$ cat src/rtl/video_bringup_ctrl_if.sv
// Board-side signal bundle for the HDMI picture-path bring-up sequencer.
//   pll_locked  : raw PLL lock (lock1 & lock2), asynchronous to pix_clk
//   vs_in       : vsync from the timing generator, pix_clk domain
//   tx_rstn     : active-low reset for the DVI transmitter
//   timing_rstn : active-low reset for the sync generator and video source
//   pic_en      : 1 = pass picture, 0 = force black
//   state_o     : current sequencer state code
//   fault_cnt   : saturating count of faults taken
// master = the sequencer, slave = the board / video path it controls.
interface video_bringup_ctrl_if;
   logic       pll_locked;
   logic       vs_in;
   logic       tx_rstn;
   logic       timing_rstn;
   logic       pic_en;
   logic [2:0] state_o;
   logic [7:0] fault_cnt;

   modport master (
      input  pll_locked, vs_in,
      output tx_rstn, timing_rstn, pic_en, state_o, fault_cnt
   );

   modport slave (
      output pll_locked, vs_in,
      input  tx_rstn, timing_rstn, pic_en, state_o, fault_cnt
   );
endinterface

$ cat src/rtl/video_bringup_ctrl.sv
// Power-up and recovery sequencer for the HDMI picture path.
// Waits for a stable PLL lock, releases the DVI transmitter reset, then the
// timing generator reset, blanks BLANK_FRAMES frames and enables the picture.
// Lock loss or a missing vsync tears the path down, bumps fault_cnt and the
// sequence restarts by itself after FAULT_HOLD cycles.
// Ports:
//   pix_clk : pixel clock, the only clock
//   rstn    : synchronous active-low reset
//   bus     : video_bringup_ctrl_if.master (lock/vsync in, resets/enable/status out)
module video_bringup_ctrl #(
   parameter logic [15:0] LOCK_WAIT    = 16'd10000,
   parameter logic [7:0]  TX_LEAD      = 8'd16,
   parameter logic [3:0]  BLANK_FRAMES = 4'd2,
   parameter logic [23:0] VS_TIMEOUT   = 24'd4000000,
   parameter logic [7:0]  FAULT_HOLD   = 8'd32,
   parameter logic        VS_POL       = 1'b1
) (
   input logic                  pix_clk,
   input logic                  rstn,
   video_bringup_ctrl_if.master bus
);

   typedef enum logic [2:0] {
      S_WAIT_LOCK = 3'd0,
      S_SETTLE    = 3'd1,
      S_TX_UP     = 3'd2,
      S_TIMING_UP = 3'd3,
      S_BLANK     = 3'd4,
      S_RUN       = 3'd5,
      S_FAULT     = 3'd6
   } state_t;

   // Terminal counts, precomputed at full counter width.
   localparam logic [15:0] SETTLE_LAST = LOCK_WAIT - 16'd1;
   localparam logic [15:0] TX_LAST     = {8'd0, TX_LEAD} - 16'd1;
   localparam logic [15:0] HOLD_LAST   = {8'd0, FAULT_HOLD} - 16'd1;
   localparam logic [23:0] TMO_LAST    = VS_TIMEOUT - 24'd1;
   localparam logic [3:0]  FRM_LAST    = BLANK_FRAMES - 4'd1;

   state_t      state_reg;
   logic        lk_meta_reg;
   logic        lk_reg;
   logic        vs_d_reg;
   logic [15:0] cnt_reg;
   logic [23:0] tmo_reg;
   logic [3:0]  frm_reg;
   logic [7:0]  fault_cnt_reg;
   logic [2:0]  out_reg;          // {tx_rstn, timing_rstn, pic_en}

   logic vs_edge;
   logic fault_now;

   // Output pattern belonging to a state. Loaded together with the state
   // register so the outputs are registered yet track the state with no lag.
   function automatic logic [2:0] moore_out(input state_t s);
      logic tx;
      logic tim;
      logic pic;
      tx  = (s inside {S_TX_UP, S_TIMING_UP, S_BLANK, S_RUN});
      tim = (s inside {S_TIMING_UP, S_BLANK, S_RUN});
      pic = (s == S_RUN);
      return {tx, tim, pic};
   endfunction

   assign vs_edge = (bus.vs_in == VS_POL) && (vs_d_reg != VS_POL);

   // Lock loss is watched from TX_UP on; the vsync watchdog only once the
   // timing generator is running. A vsync edge on the terminal cycle rescues.
   always_comb begin
      fault_now = 1'b0;
      if (state_reg inside {S_TX_UP, S_TIMING_UP, S_BLANK, S_RUN}) begin
         if (!lk_reg)
            fault_now = 1'b1;
         else if ((state_reg != S_TX_UP) && (tmo_reg == TMO_LAST) && !vs_edge)
            fault_now = 1'b1;
      end
   end

   always_ff @(posedge pix_clk) begin
      if (!rstn) begin
         state_reg     <= S_WAIT_LOCK;
         lk_meta_reg   <= 1'b0;
         lk_reg        <= 1'b0;
         vs_d_reg      <= ~VS_POL;
         cnt_reg       <= '0;
         tmo_reg       <= '0;
         frm_reg       <= '0;
         fault_cnt_reg <= '0;
         out_reg       <= '0;
      end else begin
         lk_meta_reg <= bus.pll_locked;
         lk_reg      <= lk_meta_reg;
         vs_d_reg    <= bus.vs_in;

         if (fault_now) begin
            state_reg <= S_FAULT;
            out_reg   <= moore_out(S_FAULT);
            cnt_reg   <= '0;
            if (fault_cnt_reg != 8'hFF)
               fault_cnt_reg <= fault_cnt_reg + 8'd1;
         end else begin
            case (state_reg)
               S_WAIT_LOCK: begin
                  if (lk_reg) begin
                     state_reg <= S_SETTLE;
                     out_reg   <= moore_out(S_SETTLE);
                     cnt_reg   <= '0;
                  end
               end
               S_SETTLE: begin
                  if (!lk_reg) begin
                     // Lock bounced before bring-up: just start over, no fault.
                     state_reg <= S_WAIT_LOCK;
                     out_reg   <= moore_out(S_WAIT_LOCK);
                  end else if (cnt_reg == SETTLE_LAST) begin
                     state_reg <= S_TX_UP;
                     out_reg   <= moore_out(S_TX_UP);
                     cnt_reg   <= '0;
                  end else begin
                     cnt_reg <= cnt_reg + 16'd1;
                  end
               end
               S_TX_UP: begin
                  if (cnt_reg == TX_LAST) begin
                     state_reg <= S_TIMING_UP;
                     out_reg   <= moore_out(S_TIMING_UP);
                     cnt_reg   <= '0;
                     tmo_reg   <= '0;
                  end else begin
                     cnt_reg <= cnt_reg + 16'd1;
                  end
               end
               S_TIMING_UP: begin
                  if (vs_edge) begin
                     state_reg <= S_BLANK;
                     out_reg   <= moore_out(S_BLANK);
                     frm_reg   <= '0;
                     tmo_reg   <= '0;
                  end else begin
                     tmo_reg <= tmo_reg + 24'd1;
                  end
               end
               S_BLANK: begin
                  if (vs_edge) begin
                     tmo_reg <= '0;
                     if (frm_reg == FRM_LAST) begin
                        // Picture enable lands exactly on a frame boundary.
                        state_reg <= S_RUN;
                        out_reg   <= moore_out(S_RUN);
                     end else begin
                        frm_reg <= frm_reg + 4'd1;
                     end
                  end else begin
                     tmo_reg <= tmo_reg + 24'd1;
                  end
               end
               S_RUN: begin
                  if (vs_edge)
                     tmo_reg <= '0;
                  else
                     tmo_reg <= tmo_reg + 24'd1;
               end
               S_FAULT: begin
                  // Lock is deliberately ignored here; the hold always runs out.
                  if (cnt_reg == HOLD_LAST) begin
                     state_reg <= S_WAIT_LOCK;
                     out_reg   <= moore_out(S_WAIT_LOCK);
                  end else begin
                     cnt_reg <= cnt_reg + 16'd1;
                  end
               end
               default: begin
                  state_reg <= S_WAIT_LOCK;
                  out_reg   <= moore_out(S_WAIT_LOCK);
               end
            endcase
         end
      end
   end

   assign bus.tx_rstn     = out_reg[2];
   assign bus.timing_rstn = out_reg[1];
   assign bus.pic_en      = out_reg[0];
   assign bus.state_o     = state_reg;
   assign bus.fault_cnt   = fault_cnt_reg;

endmodule

$ cat src/flat_wrapper.sv
// flat-port wrapper written by rule: the top's interface ports become plain ports
module video_bringup_ctrl_flat 
#(
   parameter logic [15:0] LOCK_WAIT    = 16'd10000,
   parameter logic [7:0]  TX_LEAD      = 8'd16,
   parameter logic [3:0]  BLANK_FRAMES = 4'd2,
   parameter logic [23:0] VS_TIMEOUT   = 24'd4000000,
   parameter logic [7:0]  FAULT_HOLD   = 8'd32,
   parameter logic        VS_POL       = 1'b1
)
  (pix_clk, rstn, bus_pll_locked, bus_vs_in, bus_tx_rstn, bus_timing_rstn, bus_pic_en, bus_state_o, bus_fault_cnt);
  video_bringup_ctrl_if bus_i ();
  input logic pix_clk;
  input logic rstn;
  input wire logic [$bits(bus_i.pll_locked)-1:0] bus_pll_locked;
  input wire logic [$bits(bus_i.vs_in)-1:0] bus_vs_in;
  output wire logic [$bits(bus_i.tx_rstn)-1:0] bus_tx_rstn;
  output wire logic [$bits(bus_i.timing_rstn)-1:0] bus_timing_rstn;
  output wire logic [$bits(bus_i.pic_en)-1:0] bus_pic_en;
  output wire logic [$bits(bus_i.state_o)-1:0] bus_state_o;
  output wire logic [$bits(bus_i.fault_cnt)-1:0] bus_fault_cnt;
  assign bus_i.pll_locked = bus_pll_locked;
  assign bus_i.vs_in = bus_vs_in;
  assign bus_tx_rstn = bus_i.tx_rstn;
  assign bus_timing_rstn = bus_i.timing_rstn;
  assign bus_pic_en = bus_i.pic_en;
  assign bus_state_o = bus_i.state_o;
  assign bus_fault_cnt = bus_i.fault_cnt;
  video_bringup_ctrl #(.LOCK_WAIT(LOCK_WAIT), .TX_LEAD(TX_LEAD), .BLANK_FRAMES(BLANK_FRAMES), .VS_TIMEOUT(VS_TIMEOUT), .FAULT_HOLD(FAULT_HOLD), .VS_POL(VS_POL)) u_core (.pix_clk(pix_clk), .rstn(rstn), .bus(bus_i));
endmodule
$ cat config.mk
export PLATFORM = sky130hd
export DESIGN_NAME = video_bringup_ctrl_flat
export DESIGN_NICKNAME = d
export VERILOG_FILES = /design/src/rtl/video_bringup_ctrl_if.sv /design/src/rtl/video_bringup_ctrl.sv /design/src/flat_wrapper.sv
export SDC_FILE = /design/constraint.sdc
export NUM_CORES = 1
export LEC_CHECK = 0
export ABC_AREA = 1
export BUFFER_PORTS_ARGS = -buffer_cell sky130_fd_sc_hd__buf_2
export CAP_MARGIN = 20
export CORE_MARGIN = 1
export CORE_UTILIZATION = 60
export DETAILED_ROUTE_END_ITERATION = 16
export HOLD_SLACK_MARGIN = 0.1
export PLACE_DENSITY = 0.78
export SLEW_MARGIN = 20
export SYNTH_ARGS = -nofsm -noshare
export SYNTH_HDL_FRONTEND = slang
export SYNTH_SLANG_ARGS = --single-unit
$ cat constraint.sdc
create_clock -name pix_clk -period 2.7 [get_ports pix_clk]
set_clock_uncertainty 0.15 [all_clocks]
set_input_delay 0.405 -clock pix_clk [delete_from_list [all_inputs] [get_ports pix_clk]]
set_output_delay 0.405 -clock pix_clk [all_outputs]
set_load 0.05 [all_outputs]
# Word level (Yosys, flattened, before mapping)
# Index checks and enable logic that the tools add are counted.
[totals]
latchBits = 0
romBits = 0
register_bits = 61
mem_count = 0
ramBits = 0
[classes]
n_div = 0
n_eq_ne = 31
n_addsub = 4
muxes = 34
order_cmp = 0
n_reduce_logical = 17
shift = 0
n_bitwise = 4
mul = 0
[op_table]
columns = ["cell", "count"]
rows = [
  ["2-to-1 mux 16 bit", 5],
  ["case mux 16 bit (4 select lines)", 1],
  ["2-to-1 mux 24 bit", 2],
  ["2-to-1 mux 3 bit", 16],
  ["case mux 24 bit (2 select lines)", 1],
  ["case mux 3 bit (7 select lines)", 2],
  ["adder 24 x 1 -> 24 bit, second input constant", 1],
  ["== test 24 x 22 -> 1 bit, second input constant", 1],
  ["adder 16 x 1 -> 16 bit, second input constant", 1],
  ["== test 16 x 14 -> 1 bit, second input constant", 1],
  ["== test 16 x 4 -> 1 bit, second input constant", 1],
  ["== test 16 x 5 -> 1 bit, second input constant", 1],
  ["AND reduction 8 bit", 2],
  ["2-to-1 mux 4 bit", 3],
  ["!= test 2 x 1 -> 1 bit, second input constant", 6],
  ["!= test 3 x 1 -> 1 bit, second input constant", 4],
  ["== test 3 bit, second input constant", 3],
  ["!= test 3 x 2 -> 1 bit, second input constant", 3],
  ["adder 8 x 1 -> 8 bit, second input constant", 1],
  ["!= test 2 bit, second input constant", 4],
  ["!= test 8 bit, second input constant", 1],
  ["case mux 4 bit (2 select lines)", 1],
  ["nonzero test 4 bit", 2],
  ["== test 3 x 2 -> 1 bit, second input constant", 2],
  ["17 further kinds", 25],
]

# Logic depth before layout (Yosys ltp)
[logic_depth]
word_depth = 9
ltp_mapped = 14
ltp_nobuf = 14

# Least setup slack after synthesis
# Ideal clock, no wire load.
[synth_timing]
path_kind = "reg2reg"
from = "register u_core.state_reg[1] (netlist: u_core.bus.state_o[1])"
to = "register u_core.tmo_reg[0]"
path_stages_with_launch = 10
synth_period_minus_slack_ns = 2.070
n_path_buf = 1
path_slack_ns = 0.630
arrival_ns = 1.802
cell_sequence = "dfxtp_1 nand2_1 nor2_2 a21oi_4 nand2_4 nand2_4 nor2_8 buf_6 xor2_1 nor2_1"
[synth_between]
elab_chain_cells = 8
[synth_rtl]
columns = ["item", "line_no", "rtl"]
rows = [
  ["start: declaration", "video_bringup_ctrl.sv:40", "state_t state_reg;"],
  ["start signal: assignment", "video_bringup_ctrl.sv:81", "state_reg <= S_WAIT_LOCK;"],
  ["start signal: assignment", "video_bringup_ctrl.sv:96", "state_reg <= S_FAULT;"],
  ["start signal: assignment", "video_bringup_ctrl.sv:105", "state_reg <= S_SETTLE;"],
  ["!= test 3 x 2 -> 1 bit", "video_bringup_ctrl.sv:74", "else if ((state_reg != S_TX_UP) && (tmo_reg == TMO_LAST) && !vs_edge)"],
  ["logical AND 1 bit (2 in series)", "video_bringup_ctrl.sv:74", ""],
  ["2-to-1 mux 1 bit", "video_bringup_ctrl.sv:74", ""],
  ["2-to-1 mux 1 bit", "video_bringup_ctrl.sv:72", "if (!lk_reg)"],
  ["2-to-1 mux 1 bit", "video_bringup_ctrl.sv:71", "if (state_reg inside {S_TX_UP, S_TIMING_UP, S_BLANK, S_RUN}) begin"],
  ["NOT 1 bit (no line)", "-", ""],
  ["AND reduction 3 bit (no line)", "-", ""],
  ["end signal: assignment", "video_bringup_ctrl.sv:140", "tmo_reg <= tmo_reg + 24'd1;"],
  ["end signal: assignment", "video_bringup_ctrl.sv:154", "tmo_reg <= tmo_reg + 24'd1;"],
  ["end signal: assignment", "video_bringup_ctrl.sv:161", "tmo_reg <= tmo_reg + 24'd1;"],
  ["end: declaration", "video_bringup_ctrl.sv:45", "logic [23:0] tmo_reg;"],
]
# Parallel ways exist; a longest one is shown, timed or not.
# A chain may end at the register's enable or synchronous reset.

# Final worst setup path
[layout_timing]
from = "register u_core.cnt_reg[0]"
to = "register u_core.tmo_reg[21]"
[layout_between]
elab_chain_cells = 3
[layout_rtl]
columns = ["item", "line_no", "rtl"]
rows = [
  ["start: declaration", "video_bringup_ctrl.sv:44", "logic [15:0] cnt_reg;"],
  ["start signal: assignment", "video_bringup_ctrl.sv:120", "cnt_reg <= cnt_reg + 16'd1;"],
  ["start signal: assignment", "video_bringup_ctrl.sv:130", "cnt_reg <= cnt_reg + 16'd1;"],
  ["start signal: assignment", "video_bringup_ctrl.sv:169", "cnt_reg <= cnt_reg + 16'd1;"],
  ["== test 16 x 4 -> 1 bit", "video_bringup_ctrl.sv:124", "if (cnt_reg == TX_LAST) begin"],
  ["!= test 2 bit (no line)", "-", ""],
  ["AND reduction 3 bit (no line)", "-", ""],
]
# No other way between the ends.

==> summary.md <==
The flow ran to the end, and the final reports show no timing, DRC or antenna violations. Routability-driven placement finished with a final weighted congestion of 0.934. The highest attainable clock frequency is 420 MHz, and the biggest fanout along the worst timing path is 34. The total setup violations reported at the end of the flow was 0. The run gives 3,336 as the number of global-route vias before repair.

The number of detailed-route iterations in the first pass was 5; the growth of design area from synthesis to finish was 9.28%. Summed over all nets, the half-perimeter wirelength after detailed placement is 6590 µm. Power spread over the standard cell area amounts to 681 nW/µm².

Global-route usage over all layers: 0.277. For the worst setup path, the data required time is 2.79 ns. The synthesized netlist occupies a cell area of 3880 µm². The tools report the critical path capture point as u_core.tmo_reg[21]$_SDFFE_PN0P_.

Setup repair after global routing left no endpoint under its margin. In this run the most critical hold path is launched from rstn. Leakage power figure: 1.79 nW. The first global-routing pass estimated 14,400 µm of wire. The fraction of layout instances using a drive strength above 1 was 0.0992. The headroom to the max-slew limit is 0.571, and the fraction of the yosys area taken by sequential cells is 0.315. The tools report the start point of the critical path as u_core.cnt_reg[0]$_SDFFE_PP0P_. Path type of the worst setup path: register to register. The mean routed wirelength per cell works out to 12.2 µm. The run gives 0.723 mV as the largest voltage drop on the vdd net. The Yosys step of the flow raised 0 warnings. The met1 layer usage reported by global route was 0.366. Setup total negative slack on the finished layout was measured at 0 ns. Met3 track utilization from global routing: 0.0604. The capture point of the worst reg-to-reg path is u_core.tmo_reg[21]$_SDFFE_PN0P_. The core region is 6100 µm². The initial antenna violation count was 0; the number of rows created at floorplan was 28. 18 I/O pins were placed.

For this run, the leading register cell type out of synthesis is sky130_fd_sc_hd__dfxtp_1. The tools report the number of CTS-inserted buffers as 9. Summed over all layers, the global routing overflow is 0. The clock-pin slew of the registers on the worst-case setup and hold paths is 0.08 ns. The number of I/O port buffers is 17, and the number of nets produced by synthesis is 639. The number of flip-flops in the largest register works out to 24.

The most used routing layer in global routing was met2. The number of flops mapped to enable cells by yosys was 0. The tools report the worst path arrival time as 2.47 ns.

The logs give 630 for the post-synthesis cell count and 2.89 mW for the overall power. In this run the horizontal extent of the chip is 82.4 µm. The H-tree was split into 3 levels.

Die outline height: 82.4 µm. STA classifies the critical path startpoint as a register. TritonCTS built the clock tree. The final critical-path share of the clock period was 0.881. The synthesized area per cell came out at 6.16 µm².

The final net count was 659; the full die area was 6790 µm². In this run the register-to-register setup slack is 0.32 ns. After detailed routing, the number of vias per cell comes to 5.38. The number of DRC markers in iteration 0 was 263; the clock insertion delay at the later pin of the skew report was 0.35 ns. The slew at the pin closest to its max-slew limit came out at 0.643 ns.

The number of distinct library cells after synthesis was 31; the pin count of the biggest net entering global routing was 35. The number of failing hold endpoints at the final stage is 0, and the number of synthesized register bits is 61. No sink is reached through more buffers than the 2 on the longest clock path. The root buffer cell is sky130_fd_sc_hd__clkbuf_8.

The path type of the worst min-delay path was input pin to register. The overall via count from detail_route is 3,930, and the share of async-settable or async-resettable flops after synthesis is 0. For the worst flop-to-flop path, the logic depth is 10. The kind of end point of the critical path is a register. The startpoint identified for the worst register-to-register timing path is u_core.cnt_reg[0]$_SDFFE_PP0P_. For the clock sink count, the log shows 61. Across the run, the number of max-cap violations was 0.

The met2 track demand over resource in global routing was 0.451; the number of antenna-violating nets in the routed design was 0. The time the worst path needs with I/O delays and setup was 2.38 ns; the remaining routing DRC violations was 0. The initial core utilization was 0.637.

The logs give 8880 µm for the total wire length after detailed routing and 0 for the number of diodes. The logs give 0 for the number of pins exceeding their max-slew limit in the final report and 0 for the post-cts repair resize count.
power breakdown:
| part | internal, mW | total [mW] | switching [mW] |
|---|---|---|---|
| Sequential | 0.963 | 1.04 | 0.0739 |
| Combinational | 0.236 | 0.916 | 0.680 |
| Clock | 0.534 | 0.936 | 0.403 |
| Total | 1.73 | 2.89 | 1.16 |
worst min path at each step:
stage	to	slack, ns	cells past startpoint
2_1_floorplan	u_core.lk_reg$_SDFF_PN0_	0.24	2
3_3_place_gp	u_core.lk_reg$_SDFF_PN0_	0.25	2
3_5_place_dp	u_core.lk_reg$_SDFF_PN0_	0.26	2
4_1_cts	u_core.lk_reg$_SDFF_PN0_	0.24	3
5_1_grt	u_core.vs_d_reg$_SDFF_PN0_	0.25	3
6_report	u_core.lk_reg$_SDFF_PN0_	0.26	3
synthesized netlist by cell type (4+ instances only):
master | n | share of area
sky130_fd_sc_hd__nand2_2 | 7 | 0.011
sky130_fd_sc_hd__nor2_2 | 4 | 0.0064
sky130_fd_sc_hd__ha_1 | 5 | 0.016
sky130_fd_sc_hd__inv_1 | 69 | 0.067
sky130_fd_sc_hd__nor3_1 | 10 | 0.013
sky130_fd_sc_hd__o21ai_0 | 27 | 0.035
sky130_fd_sc_hd__nand2_4 | 5 | 0.015
sky130_fd_sc_hd__inv_2 | 5 | 0.0048
sky130_fd_sc_hd__o21bai_1 | 5 | 0.0097
sky130_fd_sc_hd__buf_6 | 4 | 0.012
sky130_fd_sc_hd__nand2_1 | 185 | 0.18
sky130_fd_sc_hd__dfxtp_1 | 61 | 0.31
sky130_fd_sc_hd__nand4_1 | 17 | 0.027
sky130_fd_sc_hd__clkbuf_1 | 5 | 0.0048
sky130_fd_sc_hd__nand3_1 | 58 | 0.075
sky130_fd_sc_hd__xor2_1 | 11 | 0.025
sky130_fd_sc_hd__a21oi_1 | 32 | 0.041
sky130_fd_sc_hd__nor2_1 | 97 | 0.094
cells by family after synthesis:
family | after synthesis | share of synthesized area
AND/OR/NAND/NOR | 391 | 0.441
buffers and inverters | 86 | 0.0925
AO/OA/AOI/OAI | 73 | 0.104
flip-flops | 61 | 0.315
XOR/XNOR | 14 | 0.0316
adder cells (fa/ha/maj) | 5 | 0.0161
layout by cell type, fill, tap and decap left out, drive strengths merged:
cell type    synthesis  layout
buf                  7      19
o31ai                1       1
nand4               17      17
or2                  2       2
nor3                10      10
clkbuf               5       9
o21bai               5       5
bufinv               0       2
nor2               105     105
inv                 74      78
ha                   5       5
nand3               59      59
dfxtp               61      61
xnor2                3       3
nor4                 1       1
dlygate4sd3          0       2
o21ai               31      31
clkinv               0       1
o211ai               3       3
nand2              197     197
xor2                11      11
a21oi               33      33
critical path, stage by stage (launching register included):
cell and delay (ns):
sky130_fd_sc_hd__dfxtp_1 0.38, sky130_fd_sc_hd__ha_1 0.22, sky130_fd_sc_hd__nand3_1 0.16, sky130_fd_sc_hd__nor2_1 0.23, sky130_fd_sc_hd__nand2_1 0.09, sky130_fd_sc_hd__nand2_2 0.10
sky130_fd_sc_hd__nand2_4 0.12, sky130_fd_sc_hd__nor2_8 0.40, sky130_fd_sc_hd__o21ai_2 0.13, sky130_fd_sc_hd__nand2_2 0.19, sky130_fd_sc_hd__nor2_1 0.07
repair_timing:
action,CTS,global route
hold endpoints to repair,2,0
hold buffers,2,0
buffers inserted,0,0
routing by layer:
metal | share of wire | up-vias | wire, µm
met5 | 0 | - | 0
met4 | 0.0071 | 0 | 63
met3 | 0.049 | 10 | 439
met2 | 0.45 | 92 | 4040
met1 | 0.49 | 1778 | 4340
li1 | - | 2050 | -
area by class of cell:
class	count	area, µm²
clock buffers	9	124
clock inverters	7	104
inverters	74	278
repair buffers	21	120
fillers	562	1850
multi-input cells	483	2300
well taps	75	93.8
flip-flops and latches	61	1220
through the flow:
| step | std cells | util | hold WS (ns) | setup WS (ns) | instance area (µm²) |
|---|---|---|---|---|---|
| 2_1_floorplan | 630 | - | 0.240 | 0.630 | 3880 |
| 3_3_place_gp | 712 | 0.655 | 0.247 | 0.453 | 3990 |
| 3_5_place_dp | 712 | 0.655 | 0.259 | 0.366 | 3990 |
| 4_1_cts | 730 | 0.696 | 0.244 | 0.346 | 4240 |
| 5_1_grt | 730 | 0.696 | 0.249 | 0.158 | 4240 |
| 6_report | 730 | 0.696 | 0.260 | 0.321 | 4240 |
Note: power is estimated with default switching activity, not from simulation.
